## src/rtl/video_pkg.sv

```systemverilog
// Shared video types: pixel payload, arbiter mode/state encodings and width helpers.
package video_pkg;

    localparam int unsigned PIXEL_W       = 8;
    localparam int unsigned FRAME_COUNT_W = 16;

    typedef struct packed {
        logic [PIXEL_W-1:0] red;
        logic [PIXEL_W-1:0] green;
        logic [PIXEL_W-1:0] blue;
    } pixel_t;

    typedef enum logic [1:0] {
        SRC0        = 2'd0,
        SRC1        = 2'd1,
        ROUND_ROBIN = 2'd2,
        HOLD        = 2'd3
    } arb_mode_e;

    typedef enum logic {
        IDLE  = 1'b0,
        GRANT = 1'b1
    } arb_state_e;

    // Counter width for a range of n values, never below one bit.
    function automatic int unsigned cnt_width(input int unsigned n);
        return (n > 1) ? $clog2(n) : 1;
    endfunction

endpackage

```

## src/rtl/pixel_position_counter.sv

```systemverilog
// Column/row position tracker for a raster frame of Height x Width beats.
// Ports:
//   clock_i    clock, all logic on posedge
//   reset_i    synchronous active-high reset
//   clear      synchronous return to row 0 / column 0
//   advance    step one beat (column first, then row)
//   column     current column
//   row        current row
//   last_beat  current position is the final beat of the frame
module pixel_position_counter
    import video_pkg::*;
#(
    parameter int unsigned Height = 480,
    parameter int unsigned Width  = 640,
    localparam int unsigned ColW  = cnt_width(Width),
    localparam int unsigned RowW  = cnt_width(Height)
) (
    input  logic            clock_i,
    input  logic            reset_i,
    input  logic            clear,
    input  logic            advance,
    output logic [ColW-1:0] column,
    output logic [RowW-1:0] row,
    output logic            last_beat
);

    localparam logic [ColW-1:0] ColLast = ColW'(Width - 1);
    localparam logic [RowW-1:0] RowLast = RowW'(Height - 1);

    logic col_wrap;
    logic row_wrap;

    assign col_wrap  = (column == ColLast);
    assign row_wrap  = (row == RowLast);
    assign last_beat = col_wrap && row_wrap;

    // Column wraps into the row; the row wraps back to 0 at frame end.
    always_ff @(posedge clock_i) begin
        if (reset_i || clear) begin
            column <= '0;
            row    <= '0;
        end else if (advance) begin
            if (col_wrap) begin
                column <= '0;
                row    <= row_wrap ? '0 : row + RowW'(1);
            end else begin
                column <= column + ColW'(1);
            end
        end
    end

endmodule

```

## src/rtl/frame_stream_arbiter.sv

```systemverilog
// Two-source pixel stream arbiter that grants whole frames and regenerates
// end-of-frame framing from Height x Width.
// Ports:
//   clock_i, reset_i                  clock / synchronous active-high reset
//   slave{0,1}_valid_i/ready_o        source handshakes
//   slave{0,1}_{red,green,blue}_i     source pixels
//   slave{0,1}_last_i                 source end-of-frame marker (checked only)
//   master_valid_o/ready_i            sink handshake
//   master_{red,green,blue}_o         sink pixel
//   master_last_o                     regenerated end-of-frame marker
//   mode_i                            0 src0, 1 src1, 2 round-robin, 3 hold
//   busy_o                            frame in progress
//   active_source_o                   currently / last granted source
//   frame_error_o                     pulse after a beat whose source last mismatched
//   frames_done_o                     completed frame count
module frame_stream_arbiter
    import video_pkg::*;
#(
    parameter int unsigned Height = 480,
    parameter int unsigned Width  = 640
) (
    input  logic                     clock_i,
    input  logic                     reset_i,
    input  logic                     slave0_valid_i,
    output logic                     slave0_ready_o,
    input  logic [PIXEL_W-1:0]       slave0_red_i,
    input  logic [PIXEL_W-1:0]       slave0_green_i,
    input  logic [PIXEL_W-1:0]       slave0_blue_i,
    input  logic                     slave0_last_i,
    input  logic                     slave1_valid_i,
    output logic                     slave1_ready_o,
    input  logic [PIXEL_W-1:0]       slave1_red_i,
    input  logic [PIXEL_W-1:0]       slave1_green_i,
    input  logic [PIXEL_W-1:0]       slave1_blue_i,
    input  logic                     slave1_last_i,
    output logic                     master_valid_o,
    input  logic                     master_ready_i,
    output logic [PIXEL_W-1:0]       master_red_o,
    output logic [PIXEL_W-1:0]       master_green_o,
    output logic [PIXEL_W-1:0]       master_blue_o,
    output logic                     master_last_o,
    input  logic [1:0]               mode_i,
    output logic                     busy_o,
    output logic                     active_source_o,
    output logic                     frame_error_o,
    output logic [FRAME_COUNT_W-1:0] frames_done_o
);

    localparam int unsigned ColW = cnt_width(Width);
    localparam int unsigned RowW = cnt_width(Height);

    arb_state_e state_q, state_d;
    logic       active_q, active_d;
    logic       last_served_q;
    logic       error_q;
    logic [FRAME_COUNT_W-1:0] frames_q;

    logic       granted;
    logic       gnt_valid;
    logic       gnt_last;
    pixel_t     gnt_pix;
    pixel_t     out_pix;
    logic       xfer;
    logic       last_beat;
    logic       rr_pref_valid;
    logic [ColW-1:0] column;
    logic [RowW-1:0] row;

    pixel_position_counter #(
        .Height (Height),
        .Width  (Width)
    ) u_pos (
        .clock_i   (clock_i),
        .reset_i   (reset_i),
        .clear     (state_q == IDLE),
        .advance   (xfer),
        .column    (column),
        .row       (row),
        .last_beat (last_beat)
    );

    // Zero-latency datapath: mux the granted source straight to the sink.
    always_comb begin
        granted   = (state_q == GRANT);
        gnt_valid = active_q ? slave1_valid_i : slave0_valid_i;
        gnt_last  = active_q ? slave1_last_i  : slave0_last_i;
        gnt_pix   = active_q ? pixel_t'({slave1_red_i, slave1_green_i, slave1_blue_i})
                             : pixel_t'({slave0_red_i, slave0_green_i, slave0_blue_i});
        out_pix   = granted ? gnt_pix : '0;
        master_valid_o = granted && gnt_valid;
        master_last_o  = granted && last_beat;
        slave0_ready_o = granted && !active_q && master_ready_i;
        slave1_ready_o = granted &&  active_q && master_ready_i;
        xfer           = master_valid_o && master_ready_i;
    end

    assign master_red_o    = out_pix.red;
    assign master_green_o  = out_pix.green;
    assign master_blue_o   = out_pix.blue;
    assign busy_o          = (state_q == GRANT);
    assign active_source_o = active_q;
    assign frame_error_o   = error_q;
    assign frames_done_o   = frames_q;

    // Round-robin favours the source that was not served last.
    assign rr_pref_valid = last_served_q ? slave0_valid_i : slave1_valid_i;

    // Next-state: pick a source in IDLE, release after the counter's final beat.
    always_comb begin
        state_d  = state_q;
        active_d = active_q;
        unique case (state_q)
            IDLE: begin
                unique case (arb_mode_e'(mode_i))
                    SRC0: if (slave0_valid_i) begin
                        state_d  = GRANT;
                        active_d = 1'b0;
                    end
                    SRC1: if (slave1_valid_i) begin
                        state_d  = GRANT;
                        active_d = 1'b1;
                    end
                    ROUND_ROBIN: if (rr_pref_valid) begin
                        state_d  = GRANT;
                        active_d = !last_served_q;
                    end else if (slave0_valid_i || slave1_valid_i) begin
                        state_d  = GRANT;
                        active_d = last_served_q;
                    end
                    default: ;
                endcase
            end
            GRANT: if (xfer && last_beat) state_d = IDLE;
            default: state_d = IDLE;
        endcase
    end

    always_ff @(posedge clock_i) begin
        if (reset_i) begin
            state_q       <= IDLE;
            active_q      <= 1'b0;
            last_served_q <= 1'b1;
            frames_q      <= '0;
            error_q       <= 1'b0;
        end else begin
            state_q  <= state_d;
            active_q <= active_d;
            error_q  <= xfer && (gnt_last != last_beat);
            if (xfer && last_beat) begin
                last_served_q <= active_q;
                frames_q      <= frames_q + FRAME_COUNT_W'(1);
            end
        end
    end

endmodule

```

## config.mk

```make
export PLATFORM = sky130hd
export DESIGN_NAME = frame_stream_arbiter
export DESIGN_NICKNAME = d
export VERILOG_FILES = /design/src/rtl/video_pkg.sv /design/src/rtl/pixel_position_counter.sv /design/src/rtl/frame_stream_arbiter.sv
export SDC_FILE = /design/constraint.sdc
export NUM_CORES = 1
export LEC_CHECK = 0
export CORE_MARGIN = 10
export CORE_UTILIZATION = 42
export CTS_CLUSTER_DIAMETER = 120
export CTS_CLUSTER_SIZE = 8
export DETAILED_ROUTE_END_ITERATION = 8
export HOLD_SLACK_MARGIN = 0.15
export MAX_ROUTING_LAYER = met4
export PLACE_DENSITY_LB_ADDON = 0.12
export SYNTH_ARGS = -nofsm -noshare
export SYNTH_HDL_FRONTEND = slang
export SYNTH_SLANG_ARGS = --single-unit
```

## constraint.sdc

```tcl
create_clock -name clock_i -period 2.9 [get_ports clock_i]
set_clock_uncertainty 0.1 [all_clocks]
set_input_delay 0.87 -clock clock_i [delete_from_list [all_inputs] [get_ports clock_i]]
set_output_delay 0.87 -clock clock_i [all_outputs]
set_load 0.1 [all_outputs]
```

Yosys cells after proc, flatten, opt, wreduce, memory -nomap -nowiden
Index checks and enable logic that the tools add are counted.
- flip-flop bits (word level): 39
- logic and storage cells: 56
- bitwise logic cells: 1
- equal/unequal tests: 8
- reductions and logical operators: 18
- muxes and demuxes: 19
- $add $sub $neg: 3
- operator list (cell ; number):
    two-way mux 24 bit ; 2
    adder 16 x 1 -> 16 bit, second input constant ; 1
    two-way mux 1 bit ; 12
    adder 10 x 1 -> 10 bit, second input constant ; 1
    == test 10 bit, second input constant ; 1
    logical AND 1 bit ; 10
    two-way mux 10 bit ; 1
    adder 9 x 1 -> 9 bit, second input constant ; 1
    == test 9 bit, second input constant ; 1
    two-way mux 9 bit ; 1
    one-hot mux 1 bit (3 select lines) ; 2
    AND reduction 5 bit ; 1
    != test 2 bit, second input constant ; 2
    != test 3 bit, second input constant ; 1
    nonzero test 3 bit ; 1
    == test 2 x 1 -> 1 bit, second input constant ; 1
    == test 2 bit, second input constant ; 1
    logical NOT 1 bit ; 2
    logical NOT 2 bit ; 1
    logical OR 1 bit ; 2
    one-hot mux 1 bit (2 select lines) ; 1
    AND reduction 2 bit ; 1
    != test 1 bit ; 1
    inverter 1 bit ; 1

Logic depth before layout (Yosys ltp)
- depth in word-level cells: 6
- mapped depth: 8

Hierarchy
A second synthesis with hierarchy kept.
- cell total of the unflattened synthesis: 283
- area total of the unflattened synthesis: 2327.2 um^2
- modules (own cells, without submodules) (module ; area each (um^2) ; seq. area each (um^2) ; cells each ; times used):
    frame_stream_arbiter ; 1390.1 ; 400.4 ; 181 ; 1
    pixel_position_counter ; 937.1 ; 380.4 ; 102 ; 1

Least setup slack after synthesis
Ideal clock, no wire load.
- path kind: flip-flop to output port
- from: reg active_q, in the netlist active_source_o
- to: out master_red_o[1]
- arrival: 3.524 ns
- required time: 1.930 ns
- path buffers: 3
- slack: -1.594 ns
- cell stages (with the launch flop): 6
- cell sequence: dfxtp_1 -> buf_2 -> clkbuf_1 -> clkbuf_1 -> mux2i_1 -> nor2b_1
- cells in the longest elaborated chain, start to end: 2
- RTL lines (item ; RTL line ; source):
    start: declaration ; frame_stream_arbiter.sv:53 ; logic active_q, active_d;
    start signal: assignment ; frame_stream_arbiter.sv:147 ; active_q <= active_d;
    two-way mux 24 bit ; frame_stream_arbiter.sv:87 ; gnt_pix = active_q ? pixel_t'({slave1_red_i, slave1_green_i, slave1_blue_i})
    two-way mux 24 bit ; frame_stream_arbiter.sv:89 ; out_pix = granted ? gnt_pix : '0;
    end: declaration ; frame_stream_arbiter.sv:38 ; output logic [PIXEL_W-1:0] master_red_o,
Every way passes these cells.

Worst setup path in the final report
- from: in slave1_valid_i
- to: out master_valid_o
- cells in the longest elaborated chain, start to end: 2
- RTL lines (item ; RTL line ; source):
    start: declaration ; frame_stream_arbiter.sv:30 ; input logic slave1_valid_i,
    two-way mux 1 bit ; frame_stream_arbiter.sv:85 ; gnt_valid = active_q ? slave1_valid_i : slave0_valid_i;
    logical AND 1 bit ; frame_stream_arbiter.sv:90 ; master_valid_o = granted && gnt_valid;
    end: declaration ; frame_stream_arbiter.sv:36 ; output logic master_valid_o,
Every way passes these cells.

==> results.md <==
- Fin Setup TNS: 0 ps
- Gr ovfl total: 0
- RSZ-0062 raised after global routing: true
- Critical-path cell list: clkdlybuf4s50_1, mux2i_2, buf_4, nor2b_4, buf_12
- Most Crowded Layer GR: met2
- Hold depth: 2
- Worst-Skew Late Latency: 300 ps
- Die area: ~0.0090 sq mm
- Ys async rst share: 0
- Crit path time final: approximately 2900 ps
- Slew headroom: 0.6351
- DRT Pass-1 Iters: 4
- CTS max path bufs: 2
- Via count: 2,448
- CTS Root Cell: clkbuf_8
- Starting density of the core: 0.4326
- Rows: 27
- Layout Nets: 468
- Drt drc: 0
- Worst-path clk slew: about 70 ps
- # clock sinks: 39
- Cts bufs inserted: 5
- Hold_buf cts: 0
- Setup crit end kind: output pin
- Buf/Inv on CP: 3
- Maxcap violations: 0
- Slowest-stage cell, CP: clkdlybuf4s50_1
- Primary FF master, synth: dfxtp_1
- Actual slew at the worst max-slew pin: 533.6 ps
- Grt met3 use: 0.08484
- Final max-slew violation count: 0
- Most frequent cells in the layout: clkdlybuf4s50_1, buf_4, nor2_1
- Post-Syn Instances: approximately 280
- Avg Inst Size Synth: 8.395 sq um
- Kind of critical path: in2out
- Status: completed
- Period utilization: 0.9896
- Htree depth: 2
- Register area share after synthesis: 0.3298
- Register bit total from synthesis: 39
- Hpwl dp: 6433 um
- Number of global-route vias before repair: 2,567
- Reg-to-reg startpoint: active_source_o$_SDFFE_PP0P_
- Syn. warnings: 0
- Hold Violations, Final: 0
- Worst r2r path cells: 7
- Final setup vio count: 0
- Drt via density: 5.132
- Initial antenna violation count: 0
- Critical R2R Capture: u_pos.row[7]$_SDFFE_PP0P_
- Critical Path RT: 1930 ps
- Final Util: 0.7622
- Met2 usage: 0.3136
- Commonest non-fill, non-tap cell in the layout: clkdlybuf4s50_1
- Die width: 95.08 um
- Synth unique cells: 33
- Largest net degree at the start of global routing: 26
- Die height: 95.08 um
- Final non-filler cell total: 477
- Routability Congestion: 0.7787
- Largest stage delay on the critical path: slightly below 500 ps
- Synth Cell Area: ~0.0024 sq mm
- Area grow syn2layout: 76.22%
- Post-synth EDFFs: 0
- Worst path arrival time: 1900 ps
- Met1 usage: 0.1700
- PwrDens: 379.6 mW/mm^2
- Wire per inst: 16.30 um
- Worst Hold End: frames_done_o[15]$_SDFFE_PP0P_
- Placed cells: 466
- Core Area: ~0.0055 sq mm
- Gr usage total: 0.1783
- Achievable Freq: 348.5 MHz
- Max Fanout on Critical Path: 2
- Fillers: ~400
- # IOs: 104
- Leak pwr: around 0.0015 uW
- CP delay by family, top: buffers and inverters
- R2R Setup Slk: 530 ps
- Hold Crit Start: frames_done_o[15]$_SDFFE_PP0P_
- Critical path launch point type: primary input
- Inserted Diodes: 0
- Post-Synthesis Net Count: 346
- Share of post-route cells with drive strength above 1: 0.3111
- Final ANT Viol Nets: 0
- Peak VDD IR: 0.2221 mV
- CTS tree: done
- Initial drt markers: 85
- Routed WL: 7776 um
- HP Class: reg2reg
- First-pass GRT wire length: 12,400 um
- Port Buffers: 103
-- worst register-to-register path, stage by stage (launching register included) --
cell and delay (ps):
dfxtp_4 550, mux2i_2 130, buf_4 150, or4_1 510
buf_4 210, nor4_1 380, xnor2_1 190, nor2_1 60
-- synthesized netlist by cell type, drive strengths merged, types with 6 or more instances --
cell type / instances / area share
xor2: 12 / 0.044
nand4: 13 / 0.034
inv: 7 / 0.011
nand2: 16 / 0.025
nor2: 38 / 0.060
xnor2: 20 / 0.074
dfxtp: 39 / 0.33
o21ai: 6 / 0.013
ha: 7 / 0.037
mux2i: 28 / 0.12
nand3: 13 / 0.027
clkbuf: 8 / 0.013
nor3: 11 / 0.032
nor2b: 26 / 0.069
nor4: 8 / 0.021
-- how the worst max path moves through the flow --
stage	start	endpoint	slack [ps]	depth (start not counted)
after floorplan	u_pos.row[0]$_SDFFE_PP0P_	master_last_o	7	5
after global placement	slave1_valid_i	frames_done_o[14]$_SDFFE_PP0P_	-50	7
after detailed placement	slave0_valid_i	frames_done_o[10]$_SDFFE_PP0P_	-150	7
after CTS	slave1_valid_i	master_valid_o	30	5
after global routing	u_pos.column[7]$_SDFFE_PP0P_	master_last_o	-70	5
final	slave1_valid_i	master_valid_o	30	5
-- timing repair --
| item | in CTS | in global routing |
|---|---|---|
| pin swaps | 0 | 4 |
| resized for setup | 5 | 12 |
| setup endpoints to repair | 2 | 2 |
| buffers inserted | 1 | 2 |
-- area by class of cell --
type / instances / area, sq um / share of cell area
clock buffer: 5 / 68.82 / 0.01650
clock inverter: 3 / 43.79 / 0.01050
inverter: 7 / 26.28 / 0.006299
multi-input combinational: 224 / 1705 / 0.4088
sequential: 39 / 794.5 / 0.1905
tap: 72 / 90.09 / 0.02160
timing repair buffer: 127 / 1443 / 0.3458
-- cell families (layout without fill, tap and decap cells) --
kind of cell / after synthesis / count (layout) / share of synthesized area
buffers and inverters: 19 / 142 / 0.03488
adders and majority gates: 7 / 7 / 0.03700
AOI/OAI and AO/OA: 15 / 15 / 0.03964
xor gates and xnor gates: 32 / 32 / 0.1184
muxes: 28 / 28 / 0.1184
and+or+nand+nor: 142 / 142 / 0.3219
DFF: 39 / 39 / 0.3298
-- report_power, final --
group | switching, uW | internal [uW]
clock | 202 | 256
sequential | 15.7 | 536
combinational | 322 | 251
total | 540 | 1040
-- through the flow --
step	worst slack (ps)	instance area, sq um	hold WS, ps	power [uW]
detailed placement	-149.0	3975	387.4	1141
global placement	-51.70	3975	371.6	1137
finish	30.29	4172	394.7	1583
floorplan	7.350	2522	372.4	897.5
CTS	27.13	4114	397.7	1597
global route	-68.94	4172	421.8	1639
-- metal layers --
metal / vias to the layer above / wire length (um) / part of all wire
li1: 1219 / - / -
met1: 1122 / 2921 / 0.38
met2: 95 / 3940 / 0.51
met3: 12 / 784 / 0.10
met4: 0 / 130 / 0.017
met5: - / 0 / 0
-- sequential cells by signal, indices dropped and copies added (netlist names) --
signal / flops
last_served_q: 1
u_pos.row: 9
active_source_o: 1
u_pos.column: 10
frame_error_o: 1
busy_o: 1
frames_done_o: 16
No activity file was read; power rests on OpenSTA's default activity.
